### src/rtl/beep_pkg.sv
// Shared definitions for the buzzer engine: mode codes, note half-period table and melody ROM.
// Pure constants and elaboration-time helpers; no logic of its own.
package beep_pkg;

    typedef enum logic [1:0] {
        MODE_OFF    = 2'b00,
        MODE_TONE   = 2'b01,
        MODE_SCALE  = 2'b10,
        MODE_MELODY = 2'b11
    } mode_e;

    localparam int HP_W      = 17;
    localparam int NUM_NOTES = 7;

    // Half-period counts at 50 MHz, index 1..7 = DO..XI; index 0 is a rest.
    function automatic logic [HP_W-1:0] hp_50m(input logic [3:0] note);
        case (note)
            4'd1:    return 17'd95420;
            4'd2:    return 17'd85034;
            4'd3:    return 17'd75758;
            4'd4:    return 17'd71633;
            4'd5:    return 17'd63776;
            4'd6:    return 17'd56818;
            4'd7:    return 17'd50607;
            default: return 17'd0;
        endcase
    endfunction

    // Scaled in 64 bits so clocks that are not a multiple of 50 MHz keep their precision.
    function automatic logic [HP_W-1:0] hp_scaled(input logic [3:0] note, input int clk_freq,
                                                  input int tone_div);
        logic [63:0] v;
        v = 64'(hp_50m(note)) * 64'(clk_freq) / 64'd50_000_000 / 64'(tone_div);
        if (v < 64'd2)
            v = 64'd2;
        if (v > 64'h1FFFF)
            v = 64'h1FFFF;
        return v[HP_W-1:0];
    endfunction

    // Melody ROM; entries above 7 have no pitch and play as rests.
    function automatic logic [3:0] melody_at(input logic [5:0] idx);
        case (idx)
            6'd0:    return 4'd1;
            6'd1:    return 4'd0;
            6'd2:    return 4'd5;
            6'd3:    return 4'd8;
            6'd4:    return 4'd1;
            6'd5:    return 4'd2;
            6'd6:    return 4'd3;
            6'd7:    return 4'd4;
            6'd8:    return 4'd5;
            6'd9:    return 4'd0;
            6'd10:   return 4'd5;
            6'd11:   return 4'd6;
            6'd12:   return 4'd7;
            6'd13:   return 4'd6;
            6'd14:   return 4'd5;
            default: return 4'd0;
        endcase
    endfunction

endpackage

### src/rtl/beep_note_rom.sv
// Note index to tone half-period in sys_clk cycles, scaled for CLK_FREQ and TONE_DIV.
// Combinational, zero latency; the table folds to constants at elaboration.
module beep_note_rom
    import beep_pkg::*;
#(
    parameter int CLK_FREQ = 50_000_000,
    parameter int TONE_DIV = 1
) (
    input  logic [3:0]      note,
    output logic [HP_W-1:0] half_period
);

    localparam logic [HP_W-1:0] HP_TAB [8] = '{
        hp_scaled(4'd0, CLK_FREQ, TONE_DIV),
        hp_scaled(4'd1, CLK_FREQ, TONE_DIV),
        hp_scaled(4'd2, CLK_FREQ, TONE_DIV),
        hp_scaled(4'd3, CLK_FREQ, TONE_DIV),
        hp_scaled(4'd4, CLK_FREQ, TONE_DIV),
        hp_scaled(4'd5, CLK_FREQ, TONE_DIV),
        hp_scaled(4'd6, CLK_FREQ, TONE_DIV),
        hp_scaled(4'd7, CLK_FREQ, TONE_DIV)
    };

    always_comb begin
        half_period = HP_TAB[0];
        if (note <= 4'd7)
            half_period = HP_TAB[note[2:0]];
    end

endmodule

### src/rtl/beep_player.sv
// Buzzer tone/melody engine: off, held tone, looping scale, one-shot melody with rests.
// All outputs registered, one cycle after inputs; free-running, no backpressure.
module beep_player
    import beep_pkg::*;
#(
    parameter int CLK_FREQ = 50_000_000,
    parameter int STEP_MS  = 500,
    parameter int SEQ_LEN  = 16,
    parameter int TONE_DIV = 1
) (
    input  logic       sys_clk,
    input  logic       sys_rst_n,
    input  logic [1:0] mode,
    input  logic [2:0] note_sel,
    output logic       beep,
    output logic [3:0] note_idx,
    output logic       busy,
    output logic       done
);

    localparam int STEP_CYC = CLK_FREQ / 1000 * STEP_MS;
    localparam int STEP_W   = (STEP_CYC > 1) ? $clog2(STEP_CYC) : 1;
    // Wide enough for both the melody and the 7-note scale.
    localparam int SEQ_W    = ($clog2(SEQ_LEN) > 3) ? $clog2(SEQ_LEN) : 3;

    localparam logic [STEP_W-1:0] STEP_LAST  = STEP_W'(STEP_CYC - 1);
    localparam logic [SEQ_W-1:0]  SEQ_LAST   = SEQ_W'(SEQ_LEN - 1);
    localparam logic [SEQ_W-1:0]  SCALE_LAST = SEQ_W'(NUM_NOTES - 1);

    mode_e             mode_in, mode_q, mode_q_nxt;
    logic [2:0]        note_sel_q, note_sel_q_nxt;
    logic [STEP_W-1:0] step_cnt, step_nxt;
    logic [SEQ_W-1:0]  seq_idx, seq_nxt;
    logic [HP_W-1:0]   tone_cnt, tone_nxt, half_period;
    logic              fin, fin_nxt;
    logic              beep_nxt, done_nxt, busy_nxt;
    logic [3:0]        note_nxt, cur_note;
    logic              stepping;

    function automatic logic [3:0] note_of(input mode_e m, input logic [SEQ_W-1:0] idx,
                                           input logic [2:0] sel, input logic f);
        logic [3:0] n;
        case (m)
            MODE_TONE:   n = (sel == 3'd7) ? 4'd0 : {1'b0, sel} + 4'd1;
            MODE_SCALE:  n = 4'(idx) + 4'd1;
            MODE_MELODY: n = f ? 4'd0 : melody_at(6'(idx));
            default:     n = 4'd0;
        endcase
        return (n > 4'd7) ? 4'd0 : n;
    endfunction

    assign mode_in  = mode_e'(mode);
    assign cur_note = note_of(mode_q, seq_idx, note_sel_q, fin);
    assign stepping = (mode_q == MODE_SCALE) || (mode_q == MODE_MELODY && !fin);

    beep_note_rom #(
        .CLK_FREQ (CLK_FREQ),
        .TONE_DIV (TONE_DIV)
    ) u_note_rom (
        .note        (cur_note),
        .half_period (half_period)
    );

    // Branch order encodes priority: mode change > note change > step end > tone toggle.
    always_comb begin
        mode_q_nxt     = mode_in;
        note_sel_q_nxt = note_sel;
        step_nxt       = step_cnt;
        seq_nxt        = seq_idx;
        tone_nxt       = tone_cnt;
        fin_nxt        = fin;
        beep_nxt       = beep;
        done_nxt       = 1'b0;

        if (mode_in != mode_q) begin
            step_nxt = '0;
            seq_nxt  = '0;
            tone_nxt = '0;
            fin_nxt  = 1'b0;
            beep_nxt = 1'b1;
        end else if (mode_q == MODE_TONE && note_sel != note_sel_q) begin
            tone_nxt = '0;
            beep_nxt = 1'b1;
        end else if (stepping && step_cnt == STEP_LAST) begin
            step_nxt = '0;
            tone_nxt = '0;
            beep_nxt = 1'b1;
            if (mode_q == MODE_SCALE) begin
                seq_nxt = (seq_idx == SCALE_LAST) ? '0 : seq_idx + SEQ_W'(1);
            end else if (seq_idx == SEQ_LAST) begin
                fin_nxt  = 1'b1;
                done_nxt = 1'b1;
            end else begin
                seq_nxt = seq_idx + SEQ_W'(1);
            end
        end else begin
            if (stepping)
                step_nxt = step_cnt + STEP_W'(1);
            if (cur_note == 4'd0) begin
                tone_nxt = '0;
                beep_nxt = 1'b1;
            end else if (tone_cnt == half_period - HP_W'(1)) begin
                tone_nxt = '0;
                beep_nxt = ~beep;
            end else begin
                tone_nxt = tone_cnt + HP_W'(1);
            end
        end

        note_nxt = note_of(mode_q_nxt, seq_nxt, note_sel_q_nxt, fin_nxt);
        case (mode_q_nxt)
            MODE_TONE:   busy_nxt = (note_sel_q_nxt != 3'd7);
            MODE_SCALE:  busy_nxt = 1'b1;
            MODE_MELODY: busy_nxt = ~fin_nxt;
            default:     busy_nxt = 1'b0;
        endcase
    end

    always_ff @(posedge sys_clk) begin
        if (!sys_rst_n) begin
            mode_q     <= MODE_OFF;
            note_sel_q <= '0;
            step_cnt   <= '0;
            seq_idx    <= '0;
            tone_cnt   <= '0;
            fin        <= 1'b0;
            beep       <= 1'b1;
            note_idx   <= 4'd0;
            busy       <= 1'b0;
            done       <= 1'b0;
        end else begin
            mode_q     <= mode_q_nxt;
            note_sel_q <= note_sel_q_nxt;
            step_cnt   <= step_nxt;
            seq_idx    <= seq_nxt;
            tone_cnt   <= tone_nxt;
            fin        <= fin_nxt;
            beep       <= beep_nxt;
            note_idx   <= note_nxt;
            busy       <= busy_nxt;
            done       <= done_nxt;
        end
    end

endmodule
### config.mk
export PLATFORM = sky130hd
export DESIGN_NAME = beep_player
export DESIGN_NICKNAME = d
export VERILOG_FILES = /design/src/rtl/beep_pkg.sv /design/src/rtl/beep_note_rom.sv /design/src/rtl/beep_player.sv
export SDC_FILE = /design/constraint.sdc
export NUM_CORES = 1
export LEC_CHECK = 0
export CAP_MARGIN = 40
export CORE_MARGIN = 5
export CORE_UTILIZATION = 30
export CTS_BUF_LIST = sky130_fd_sc_hd__clkbuf_8 sky130_fd_sc_hd__clkbuf_16
export CTS_CLUSTER_DIAMETER = 100
export DETAILED_ROUTE_END_ITERATION = 10
export PLACE_DENSITY = 0.46
export SYNTH_ARGS = -nofsm -noshare
export SYNTH_HDL_FRONTEND = slang
export SYNTH_SLANG_ARGS = --single-unit
### constraint.sdc
create_clock -name sys_clk -period 8.2 [get_ports sys_clk]
set_clock_uncertainty 0.2 [all_clocks]
set_input_delay 0.82 -clock sys_clk [delete_from_list [all_inputs] [get_ports sys_clk]]
set_output_delay 0.82 -clock sys_clk [all_outputs]
set_load 0.01 [all_outputs]
**Word level (Yosys, flattened, before mapping)**

Memories as Yosys holds them, arrays and structs flattened. A register that Yosys moved wholly into a read port is not among the register bits.
Index checks and enable logic that the tools add are counted.

- Muxes and demuxes: 26
- Magnitude comparators: 4
- Bitwise logic cells: 6
- Add/subtract/negate cells: 7
- Reductions and logical operators: 13
- Eq/ne operators: 15

Operators by type and width:

| operator | count |
|---|---|
| 2-to-1 mux 17 bit | 3 |
| 2-to-1 mux 25 bit | 2 |
| 2-to-1 mux 4 bit | 12 |
| adder 25 x 1 -> 25 bit (second input constant) | 1 |
| equality test 25 bit (second input constant) | 1 |
| case mux 4 bit (3 select lines) | 2 |
| adder 17 x 1 -> 17 bit (second input constant) | 1 |
| equality test 17 bit | 1 |
| subtractor 17 x 1 -> 17 bit (second input constant) | 1 |
| OR reduction 5 bit | 2 |
| adder 3 x 1 -> 4 bit (second input constant) | 2 |
| adder 4 x 1 -> 4 bit (second input constant) | 2 |
| equality test 2 bit (second input constant) | 4 |
| > comparator 4 x 3 -> 1 bit (second input constant) | 2 |
| equality test 3 bit (second input constant) | 2 |
| 2-to-1 mux 1 bit | 6 |
| OR reduction 6 bit | 1 |
| inverter 1 bit | 5 |
| equality test 2 x 1 -> 1 bit (second input constant) | 2 |
| equality test 4 x 3 -> 1 bit (second input constant) | 1 |
| equality test 4 bit (second input constant) | 1 |
| greater-or-equal comparator 4 bit (second input constant) | 1 |
| less-or-equal comparator 4 x 3 -> 1 bit (second input constant) | 1 |
| zero test 4 bit | 1 |
| 11 further kinds | 14 |

- Flip-flop bits (word level): 59
- Bits in read-only memories: 264
- Output and inout port bits: 7
- Bits of input ports: 7
- Memories kept: 3

Memories:

| name | words | bits a word | rd ports | clocked after memory_dff | write ports | RTL line | source |
|---|---|---|---|---|---|---|---|
| (name not given) | 8 | 17 | 1 | 0 | 0 | beep_note_rom.sv:27 | `half_period = HP_TAB[note[2:0]];` |
| (name not given) | 16 | 4 | 1 | 0 | 0 | beep_pkg.sv:43 | `case (idx)` |
| (name not given) | 16 | 4 | 1 | 1 | 0 | beep_pkg.sv:43 |  |

**Longest topological paths before layout**

Gate-level depths: netlist (run 1).

- Word-level depth: 13
- Mapped depth: 20
- Gate-level depth less buffers: 18

**Cells and area by module**

From an unflattened synthesis (run 1), not the netlist that was laid out.

- Cell total of the unflattened synthesis: 539
- Area total of the unflattened synthesis: 4426.7 µm²

Modules (own cells, without submodules):

| module | times used | cells each | area an instance (µm²) |
|---|---|---|---|
| beep_player | 1 | 492 | 4112.7 |
| beep_note_rom | 1 | 47 | 314.1 |

**Least setup slack after synthesis (run 1)**

OpenSTA, ideal clock, no wires.

- Path type: reg2reg
- From: register note_sel_q[0]
- To: register tone_cnt[13]
- Stages on the path, launching flop included: 20
- Data arrival time: 3752 ps
- Library setup time: 140 ps
- Path slack: 4108 ps
- Required time: 7860 ps
- Path through: dfxtp_1 ha_1 ha_1 nand4b_1 a22o_1 nand2_2 buf_2 nor2_1 ha_1 clkbuf_1 nand2_1 o21ai_0 ha_1 xor2_1 o221a_1 o31ai_1 o2111ai_1 a2111oi_4 buf_6 nor3_2

- Longest elaborated chain between the ends: 13
- Elaborated cells between the ends (all ways): 18
- Those cells by class: 2 x add/sub; 2 x order compare; 3 x eq/ne; 6 x mux; 1 x bitwise; 3 x reduce/logical; 1 x memory

Ends and longest elaborated chain:

| what | RTL line | source |
|---|---|---|
| start, declared | beep_player.sv:31 | `logic [2:0] note_sel_q, note_sel_q_nxt;` |
| start signal, assigned | beep_player.sv:133 | `note_sel_q <= note_sel_q_nxt;` |
| adder 3 x 1 -> 4 bit or equality test 3 bit (tied branches) | beep_player.sv:44 | `MODE_TONE: n = (sel == 3'd7) ? 4'd0 : {1'b0, sel} + 4'd1;` |
| 2-to-1 mux 4 bit | beep_player.sv:44 |  |
| case mux 4 bit (3 select lines) | beep_player.sv:43 | `case (m)` |
| > comparator 4 x 3 -> 1 bit | beep_player.sv:49 | `return (n > 4'd7) ? 4'd0 : n;` |
| 2-to-1 mux 4 bit | beep_player.sv:49 |  |
| inverter 3 -> 4 bit (not written as such) | beep_note_rom.sv:27 |  |
| memory (8 x 17 bit) | n/a |  |
| 2-to-1 mux 17 bit (not written as such) (2 in a row) | beep_note_rom.sv:27 |  |
| 2-to-1 mux 17 bit | beep_note_rom.sv:26 | `if (note <= 4'd7)` |
| subtractor 17 x 1 -> 17 bit | beep_player.sv:102 | `end else if (tone_cnt == half_period - HP_W'(1)) begin` |
| equality test 17 bit | beep_player.sv:102 |  |
| OR reduction 6 bit (no line) * | n/a |  |
| end signal, assigned | beep_player.sv:136 | `tone_cnt <= tone_nxt;` |
| end, declared | beep_player.sv:34 | `logic [HP_W-1:0] tone_cnt, tone_nxt, half_period;` |

Every way passes the cells marked *; elsewhere a longest branch is shown, timed or not. The select of a mux whose other input is x is not followed.
A chain may end at the register's enable or synchronous reset.

**Final worst setup path (run 1)**

- From: register note_sel_q[0]
- To: register beep

- Longest elaborated chain between the ends: 12
- Elaborated cells between the ends (all ways): 18
- Those cells by class: 2 x add/sub; 2 x order compare; 3 x eq/ne; 6 x mux; 1 x bitwise; 3 x reduce/logical; 1 x memory

Ends and longest elaborated chain:

| what | RTL line | source |
|---|---|---|
| adder 3 x 1 -> 4 bit or equality test 3 bit (tied branches) | beep_player.sv:44 |  |
| 2-to-1 mux 4 bit | beep_player.sv:44 |  |
| case mux 4 bit (3 select lines) | beep_player.sv:43 |  |
| > comparator 4 x 3 -> 1 bit | beep_player.sv:49 |  |
| 2-to-1 mux 4 bit | beep_player.sv:49 |  |
| inverter 3 -> 4 bit (not written as such) | beep_note_rom.sv:27 |  |
| memory (8 x 17 bit) | n/a |  |
| 2-to-1 mux 17 bit (not written as such) (2 in a row) | beep_note_rom.sv:27 |  |
| 2-to-1 mux 17 bit | beep_note_rom.sv:26 |  |
| subtractor 17 x 1 -> 17 bit | beep_player.sv:102 |  |
| equality test 17 bit | beep_player.sv:102 |  |
| end signal, assigned | beep_player.sv:138 | `beep <= beep_nxt;` |
| end, declared | beep_player.sv:15 | `output logic beep,` |

Several ways; a longest one is shown, not always the timed one. The select of a mux whose other input is x is not followed.

==> results_dict.tcl, run 1 <==
set metrics [dict create \
    synthCells 513 \
    fmax_ghz 0.214 \
    drive_gt1_frac 0.0870 \
    cts_root_buf "clkbuf_16" \
    hp-class "reg2reg" \
    htree_levels 3 \
    postCtsHoldBufs 0 \
    yosys.cell_count.top_type "nor2_1" \
    rows 43 \
    synth-edff-count 0 \
    clock_latency_ns 0.34 \
    post-route-util 0.353 \
    overflow 0 \
    ys_warn_count 0 \
    worstPathCellList "ha_1 -> ha_1 -> nand4b_1 -> a22o_1 -> nand2_2 -> nor2_1 -> inv_1 -> ha_1 -> inv_1 -> mux2i_1 -> xor2_1 -> or4b_1 -> mux2_2 -> a2111oi_4 -> buf_4 -> mux2i_1" \
    drc_errors 0 \
    synth_top_area_share 0.298 \
    die_h_um 129 \
    ant_nets 0 \
    synth_cell_types 75 \
    synthTopCellsByCount "nor2_1, dfxtp_1, nand2_1" \
    grt_pass1_wl_um 17200 \
    maxCapViolations 0 \
    slew_headroom 0.577 \
    clk_pin_slew_ns 0.06 \
    fin_area_um2 4900 \
    io_buffers 13 \
    synth_top_cell_by_area "dfxtp_1" \
    grt_start_max_net_pins 21 \
    cts_tree "done" \
    worst_pin_slew_ns 0.628 \
    nets 555 \
    synth-seq-area-share 0.298 \
    drt_iter0_markers 282 \
    min_period_over_period 0.571 \
    ys_ff_latch 63 \
    areaGrowthSynthToFinish_pct 15.8 \
    antenna_cells 0 \
    antenna_found_initial 0 \
    grt_pass1_vias 3363 \
    crit_path_end_kind "flip-flop" \
    netlist_top_cells_area "dfxtp_1, ha_1, xor2_1, nor2_1, xnor2_1" \
    dr.pass1.iters 5 \
    timing.final.max_slew_violations 0 \
    cts_buffer_depth 2 \
    routed-via-count 3589 \
    crit_type "reg2reg" \
    ys.flop_type "dfxtp_1" \
    core-area_um2 13900 \
    ioPinCount 14 \
    crit_path_start_kind "flip-flop" \
    dieWidth_um 129 \
    cts_made_buffers 9 \
    outcome "finished clean" \
    total_leakage_power_nw 1.77 \
    place_area_um2 4550 \
    cp_top_family "simple AND/OR/NAND/NOR gates" \
    slowest_stage "ha_1" \
    path_buf_inv 3 \
    power_mw 0.863 \
    hold_viol 0 \
    setup_violations 0 \
    worstPathRequired_ns 8.26 \
    grtUsageTotal 0.130 \
    grt_setup_unrepaired "false" \
    power.density_nw_per_um2 176 \
    gp_congestion 0.873 \
    ctsResizeCount 0 \
    cp_max_fo 18 \
    slowest_delay_ns 0.46 \
    wl_per_cell_um 14.6 \
    vias_per_cell 5.06 \
    setup-tns-final_ns 0 \
    critPathMostFrequentCell "ha_1" \
    syn_area_per_cell_um2 8.25 \
    start_util 0.305 \
    synth-async-reset-ratio 0 \
    drt-total-wl_um 10300 \
    postCtsSetupRepairBufs 0 \
    ir_drop_v 0.000103 \
    hpwl_um 7900 \
    netlist_area_um2 4230 \
    cp_data_arrival_time_ns 4.74 \
    fin_crit_ns 4.68 \
    syn-num-nets 544 \
    dieArea_um2 16600 \
    cts.sinks 63 \
]
## per-stage QoR
stage                     hold WS [ns]  cells  setup WS [ns]
after floorplan                  0.249    513           4.11
after global placement           0.262    690           3.60
after detailed placement         0.266    693           3.53
after CTS                        0.281    709           3.49
after global routing             0.317    709           3.13
final                            0.283    709           3.52
## flip-flops by register name (all words and copies together), names as in the netlist, named ones only
| signal | cells |
|---|---|
| busy | 1 |
| beep | 1 |
| note_idx | 4 |
| tone_cnt | 17 |
| step_cnt | 25 |
| note_sel_q | 3 |
| done | 1 |
| seq_idx | 4 |
| fin | 1 |
| mode_q | 2 |
## layout make-up
cell class,count,area (um2)
fill,1451,8980
multi-input combinational,411,2800
sequential,63,1260
clock buffer,9,225
tap,180,225
timing repair buffer,17,175
clock inverter,7,128
inverter,22,82.6
## kinds of logic after synthesis
| logic type | synth area share |
|---|---|
| AOI/OAI and AO/OA | 0.137 |
| adders and majority gates | 0.0709 |
| buffers and inverters | 0.0408 |
| other | 0.000886 |
| muxes | 0.0319 |
| DFF | 0.298 |
| xor gates and xnor gates | 0.127 |
| and+or+nand+nor | 0.293 |
## report_power, final
part	total (mW)	switching (mW)	internal (mW)
registers	0.313	0.00400	0.309
clock network	0.452	0.151	0.301
logic	0.0981	0.0586	0.0395
total	0.863	0.214	0.649
## per-layer routing
layer	wire [um]	vias up	global-route usage
li1	-	1841	-
met1	4990	1678	0.173
met2	4800	54	0.202
met3	320	16	0.0299
met4	226	0	0.0531
met5	0	-	0
## cells in the final DEF, fill, tap and decap left out, types with 3 or more instances in the layout
cell type / instances
nor2_1: 67
dfxtp_1: 63
nand2_1: 38
xor2_1: 33
nand3_1: 27
xnor2_1: 26
ha_1: 24
inv_1: 21
a21oi_1: 18
o21ai_0: 17
nor3_1: 15
clkdlybuf4s50_1: 13
and3_1: 11
nand4_1: 10
nor3_2: 10
mux2i_1: 9
and2_1: 9
clkbuf_16: 9
nor4_1: 5
or3_1: 5
nand4b_1: 4
a211oi_1: 4
a31oi_1: 4
and4_1: 4
nor2b_1: 4
nand2b_1: 4
a221oi_1: 3
o32ai_1: 3
nand3b_1: 3
o221ai_1: 3
bufinv_16: 3
## final timing paths
| check | startpoint | endpoint | slack, ns | depth (start not counted) |
|---|---|---|---|---|
| worst max register to register | note_sel_q[0] | beep | 3.52 | 16 |
| worst min register to register | step_cnt[1] | step_cnt[1] | 0.28 | 2 |
| worst min-delay path | step_cnt[1] | step_cnt[1] | 0.28 | 2 |
| worst max-delay path | note_sel_q[0] | beep | 3.52 | 16 |
## worst min-delay path: cells and delay by family (launching register included)
family           cells  cell delay [ns]
AO/OA/AOI/OAI        1             0.05
flip-flops           1             0.32
AND/OR/NAND/NOR      1             0.06
No activity file was read; power rests on OpenSTA's default activity.
==> inputs of run 2 (changes only) <==
clock period = 4.6 ns   (was 8.2 ns; I/O delays follow)
==> results_dict.tcl, run 2 (synthesis results as in run 1) <==
set metrics [dict create \
    cts_tree "done" \
    cp_data_arrival_time_ns 4.34 \
    cts_buffer_depth 2 \
    clock_latency_ns 0.33 \
    gp_congestion 0.912 \
    grt_pass1_wl_um 17200 \
    clk_pin_slew_ns 0.06 \
    instances_no_fill 714 \
    fmax_ghz 0.234 \
    htree_levels 3 \
    antenna_found_initial 0 \
    maxCapViolations 0 \
    path_buf_inv 4 \
    cp_top_family "compound AO/OA/AOI/OAI gates" \
    dieWidth_um 129 \
    dieArea_um2 16600 \
    nets 560 \
    switchingPower_mw 0.370 \
    placed_cells 698 \
    slowest_delay_ns 0.47 \
    ir_drop_v 0.000184 \
    seqPwrFrac 0.380 \
    multi_input_area_um2 2800 \
    drt_iter0_markers 194 \
    setup-tns-final_ns 0 \
    drt-total-wl_um 10400 \
    overflow 0 \
    routed-via-count 3600 \
    nFillCells 1452 \
    reg_top3 "step_cnt (25), tone_cnt (17)" \
    worstPathCellList "inv_1 -> ha_1 -> nor2_1 -> o21ai_1 -> nand2_1 -> o21ai_0 -> a21o_1 -> inv_1 -> ha_1 -> inv_1 -> nand3_1 -> or4_4 -> nand2_1 -> o2111a_1 -> o2111ai_1 -> a2111oi_4 -> buf_12 -> mux2i_1" \
    slowest_stage "or4_4" \
    vias_per_cell 5.04 \
    crit_path_start_kind "flip-flop" \
    die_h_um 129 \
    total_leakage_power_nw 1.78 \
    ant_nets 0 \
    grt_setup_unrepaired "false" \
    timing.final.max_slew_violations 0 \
    switching_share 0.252 \
    slew_headroom 0.576 \
    layout_commonest_cell "nor2_1" \
    cp_max_fo 18 \
    crit_cells 18 \
    worstPathRequired_ns 4.66 \
    dr.pass1.iters 6 \
    power.density_nw_per_um2 299 \
    power.share.clock 0.499 \
    start_util 0.305 \
    holdWs_ns 0.277 \
    largest_register "step_cnt" \
    hold_depth 2 \
    drive_gt1_frac 0.0955 \
    hold_viol 0 \
    wl_per_cell_um 14.5 \
    postCtsHoldBufs 0 \
    hpwl_um 7920 \
    postCtsSetupRepairBufs 0 \
    largest_register_ffs 25 \
    p_int_mw 1.10 \
    hp-class "reg2reg" \
    crit_path_end_kind "flip-flop" \
    post-route-util 0.354 \
    grt_start_max_net_pins 24 \
    antenna_cells 0 \
    crit_type "reg2reg" \
    worst_pin_slew_ns 0.630 \
    io_buffers 13 \
    power_frac_comb 0.121 \
    critPathMostFrequentCell "inv_1" \
    grtUsageTotal 0.130 \
    core-area_um2 13900 \
    outcome "finished clean" \
    fin_crit_ns 4.28 \
    ioPinCount 14 \
    grt_pass1_vias 3461 \
    setup_violations 0 \
    layout_common_cells "nor2_1, dfxtp_1, nand2_1" \
    seqCellArea_um2 1260 \
    cts_root_buf "clkbuf_16" \
    cts_made_buffers 9 \
    rows 43 \
    drc_errors 0 \
    min_period_over_period 0.930 \
    reg2reg_depth 18 \
    cts.sinks 63 \
    areaGrowthSynthToFinish_pct 16.1 \
]
run 2: power by group through the flow:
| stage | clock (mW) | combinational, mW | sequential [mW] |
|---|---|---|---|
| after floorplan | 0 | 0.128 | 0.567 |
| after global placement | 0 | 0.178 | 0.570 |
| after detailed placement | 0 | 0.177 | 0.570 |
| after CTS | 0.761 | 0.178 | 0.558 |
| after global routing | 0.786 | 0.195 | 0.559 |
| final | 0.734 | 0.178 | 0.558 |
run 2: area by class of cell:
type / count / share of cell area
inverter: 22 / 0.0168
clock buffer: 9 / 0.0458
multi-input combinational: 411 / 0.570
sequential: 63 / 0.257
tap: 180 / 0.0458
timing repair buffer: 22 / 0.0443
clock inverter: 7 / 0.0199
run 2: timing repair:
action | 4_1_cts | 5_1_grt
hold endpoints to repair | 0 | 0
gates resized for setup | 0 | 2
setup endpoints to repair | 0 | 18
run 2: worst paths after layout:
path,startpoint,to,slack [ns]
hold reg to reg,step_cnt[1],step_cnt[1],0.28
setup reg to reg,seq_idx[0],beep,0.32
hold / removal,step_cnt[1],step_cnt[1],0.28
setup / recovery,seq_idx[0],beep,0.32
run 2: worst reg2reg max path: cells and delay by family, from the launching register on:
family / cells / cell delay (ns)
DFF: 1 / 0.40
AOI/OAI and AO/OA: 6 / 1.31
adders and majority gates: 2 / 0.58
buffers and inverters: 4 / 0.57
muxes: 1 / 0.20
and+or+nand+nor: 5 / 0.92
run 2: metrics by stage:
stage / area, um2 / total power, mW / setup WS (ns)
2_1_floorplan: 4230 / 0.695 / 0.508
3_3_place_gp: 4570 / 0.748 / 0.275
3_5_place_dp: 4590 / 0.747 / 0.165
4_1_cts: 4910 / 1.50 / 0.144
5_1_grt: 4910 / 1.54 / 0.0479
6_report: 4910 / 1.47 / 0.324
run 2: layer usage:
metal / up-vias / track usage / wire length, um
li1: 1854 / - / -
met1: 1651 / 0.170 / 5050
met2: 74 / 0.204 / 4680
met3: 21 / 0.0266 / 403
met4: 0 / 0.0618 / 246
met5: - / 0 / 0
==> inputs of run 3 (changes only) <==
CAP_MARGIN = 15   (was 40)
GPL_ROUTABILITY_DRIVEN = 0   (was default)
==> results_dict.tcl, run 3 (synthesis results as in run 1) <==
set metrics [dict create \
    outcome "finished clean" \
    hpwl_um 7890 \
    dieArea_um2 16600 \
    critPathMostFrequentCell "nand2_1" \
    start_util 0.305 \
    vias_per_cell 5.06 \
    worstPathRequired_ns 4.66 \
    setup_violations 0 \
    cts.sinks 63 \
    worstPathCellList "nor2_1 -> o21ai_1 -> nand2_1 -> o21ai_0 -> a21o_1 -> inv_1 -> ha_1 -> inv_2 -> nand3_1 -> or4_4 -> nand2_1 -> o2111a_1 -> o2111ai_1 -> a2111oi_4 -> buf_12 -> mux2i_1" \
    hold_viol 0 \
    nets 559 \
    holdWs_ns 0.279 \
    worst_pin_slew_ns 1.06 \
    routed-via-count 3609 \
    total_leakage_power_nw 1.76 \
    reg_top3 "step_cnt (25), tone_cnt (17)" \
    r2r_slack_ns 0.33 \
    ant_nets 0 \
    crit_path_start_kind "flip-flop" \
    overflow 0 \
    drc_errors 0 \
    ir_drop_v 0.000157 \
    worstHoldStart "step_cnt[1]" \
    grt_pass1_wl_um 17100 \
    ioPinCount 14 \
    grt_setup_unrepaired "false" \
    antenna_found_initial 0 \
    grt_start_max_net_pins 24 \
    largest_register_ffs 25 \
    crit_cells 16 \
    fmax_ghz 0.234 \
    layout_common_cells "nor2_1, dfxtp_1, nand2_1" \
    crit_type "reg2reg" \
    crit_path_end_kind "flip-flop" \
    crit_start "mode_q[0]" \
    clock_latency_ns 0.34 \
    clk_pin_slew_ns 0.06 \
    slowest_stage "dfxtp_1" \
    core-area_um2 13900 \
    dieWidth_um 129 \
    grt_pass1_vias 3480 \
    power.density_nw_per_um2 294 \
    rows 43 \
    wl_per_cell_um 14.6 \
    path_buf_inv 3 \
    fin_crit_ns 4.27 \
    htree_levels 3 \
    maxCapViolations 0 \
    reg2reg_depth 16 \
    cp_max_fo 20 \
    drt-total-wl_um 10400 \
    slew_headroom 0.293 \
    die_h_um 129 \
    cts_made_buffers 9 \
    cts_tree "done" \
    nFillCells 1455 \
    timing.final.max_slew_violations 0 \
    grtUsageTotal 0.129 \
    setup-tns-final_ns 0 \
    io_buffers 13 \
    cts_root_buf "clkbuf_16" \
    drt_iter0_markers 175 \
    antenna_cells 0 \
    cp_data_arrival_time_ns 4.33 \
    postCtsSetupRepairBufs 0 \
    layout_commonest_cell "nor2_1" \
    dr.pass1.iters 4 \
    slowest_delay_ns 0.70 \
    crit_path_end "beep" \
    hp-class "reg2reg" \
    largest_register "step_cnt" \
    drive_gt1_frac 0.0976 \
    post-route-util 0.352 \
    r2r_end "beep" \
    areaGrowthSynthToFinish_pct 15.4 \
    min_period_over_period 0.927 \
    cts_buffer_depth 2 \
    reg2reg_from "mode_q[0]" \
    cp_top_family "compound AO/OA/AOI/OAI gates" \
]
==> run 3: changes by cell type in the layout (fill, tap and decap cells not counted) <==
cell       before  now
clkbuf_8        0    1
bufinv_16       2    1
inv_2           1    2
buf_8           1    0
clkinv_2        0    1
inv_1          22   20
==> run 3: worst min-delay path by stage <==
| stage | endpoint | cells past startpoint | slack (ns) |
|---|---|---|---|
| finish | step_cnt[1] | 2 | 0.28 |
| global placement | step_cnt[1] | 2 | 0.26 |
| CTS | step_cnt[1] | 2 | 0.28 |
| detailed placement | step_cnt[1] | 2 | 0.27 |
| global route | step_cnt[1] | 2 | 0.31 |
| floorplan | step_cnt[1] | 2 | 0.25 |
==> run 3: layout make-up <==
type	instances	area (um2)	share of cell area
clock inverters	6	68.8	0.0141
inverters	22	82.6	0.0169
well taps	180	225	0.0461
clock buffers	10	239	0.0489
flip-flops and latches	63	1260	0.259
repair buffers	21	203	0.0415
multi-input cells	411	2800	0.574
==> run 3: what timing repair did <==
item,4_1_cts,5_1_grt
hold buffers,0,0
resized for setup,0,3
endpoints found under the setup margin,0,18
==> run 3: per-stage QoR <==
step                cells  power [mW]  worst slack (ns)  instance area (um2)
detailed placement    697       0.746             0.147                 4570
floorplan             513       0.695             0.508                 4230
global placement      697       0.748             0.275                 4570
global route          713        1.50            0.0540                 4880
finish                713        1.44             0.334                 4880
CTS                   713        1.46             0.105                 4880
==> run 3: report_power, final <==
part	switching, mW	internal (mW)	leakage, nW
sequential	0.00758	0.551	0.510
combinational	0.104	0.0727	1.10
clock	0.263	0.436	0.149
total	0.375	1.06	1.76
==> run 3: tightest hold or removal path: stages, from the launching register on <==
cell	delay [ns]
dfxtp_1	0.33
nand2_1	0.06
a21oi_1	0.05
==> run 3: layer usage <==
layer / part of all wire / global-route usage / wire length [um] / vias up
met5: 0 / 0 / 0 / -
met4: 0.016 / 0.0500 / 170 / 0
met3: 0.030 / 0.0311 / 308 / 13
met2: 0.46 / 0.203 / 4740 / 55
met1: 0.50 / 0.169 / 5180 / 1688
li1: - / - / - / 1853
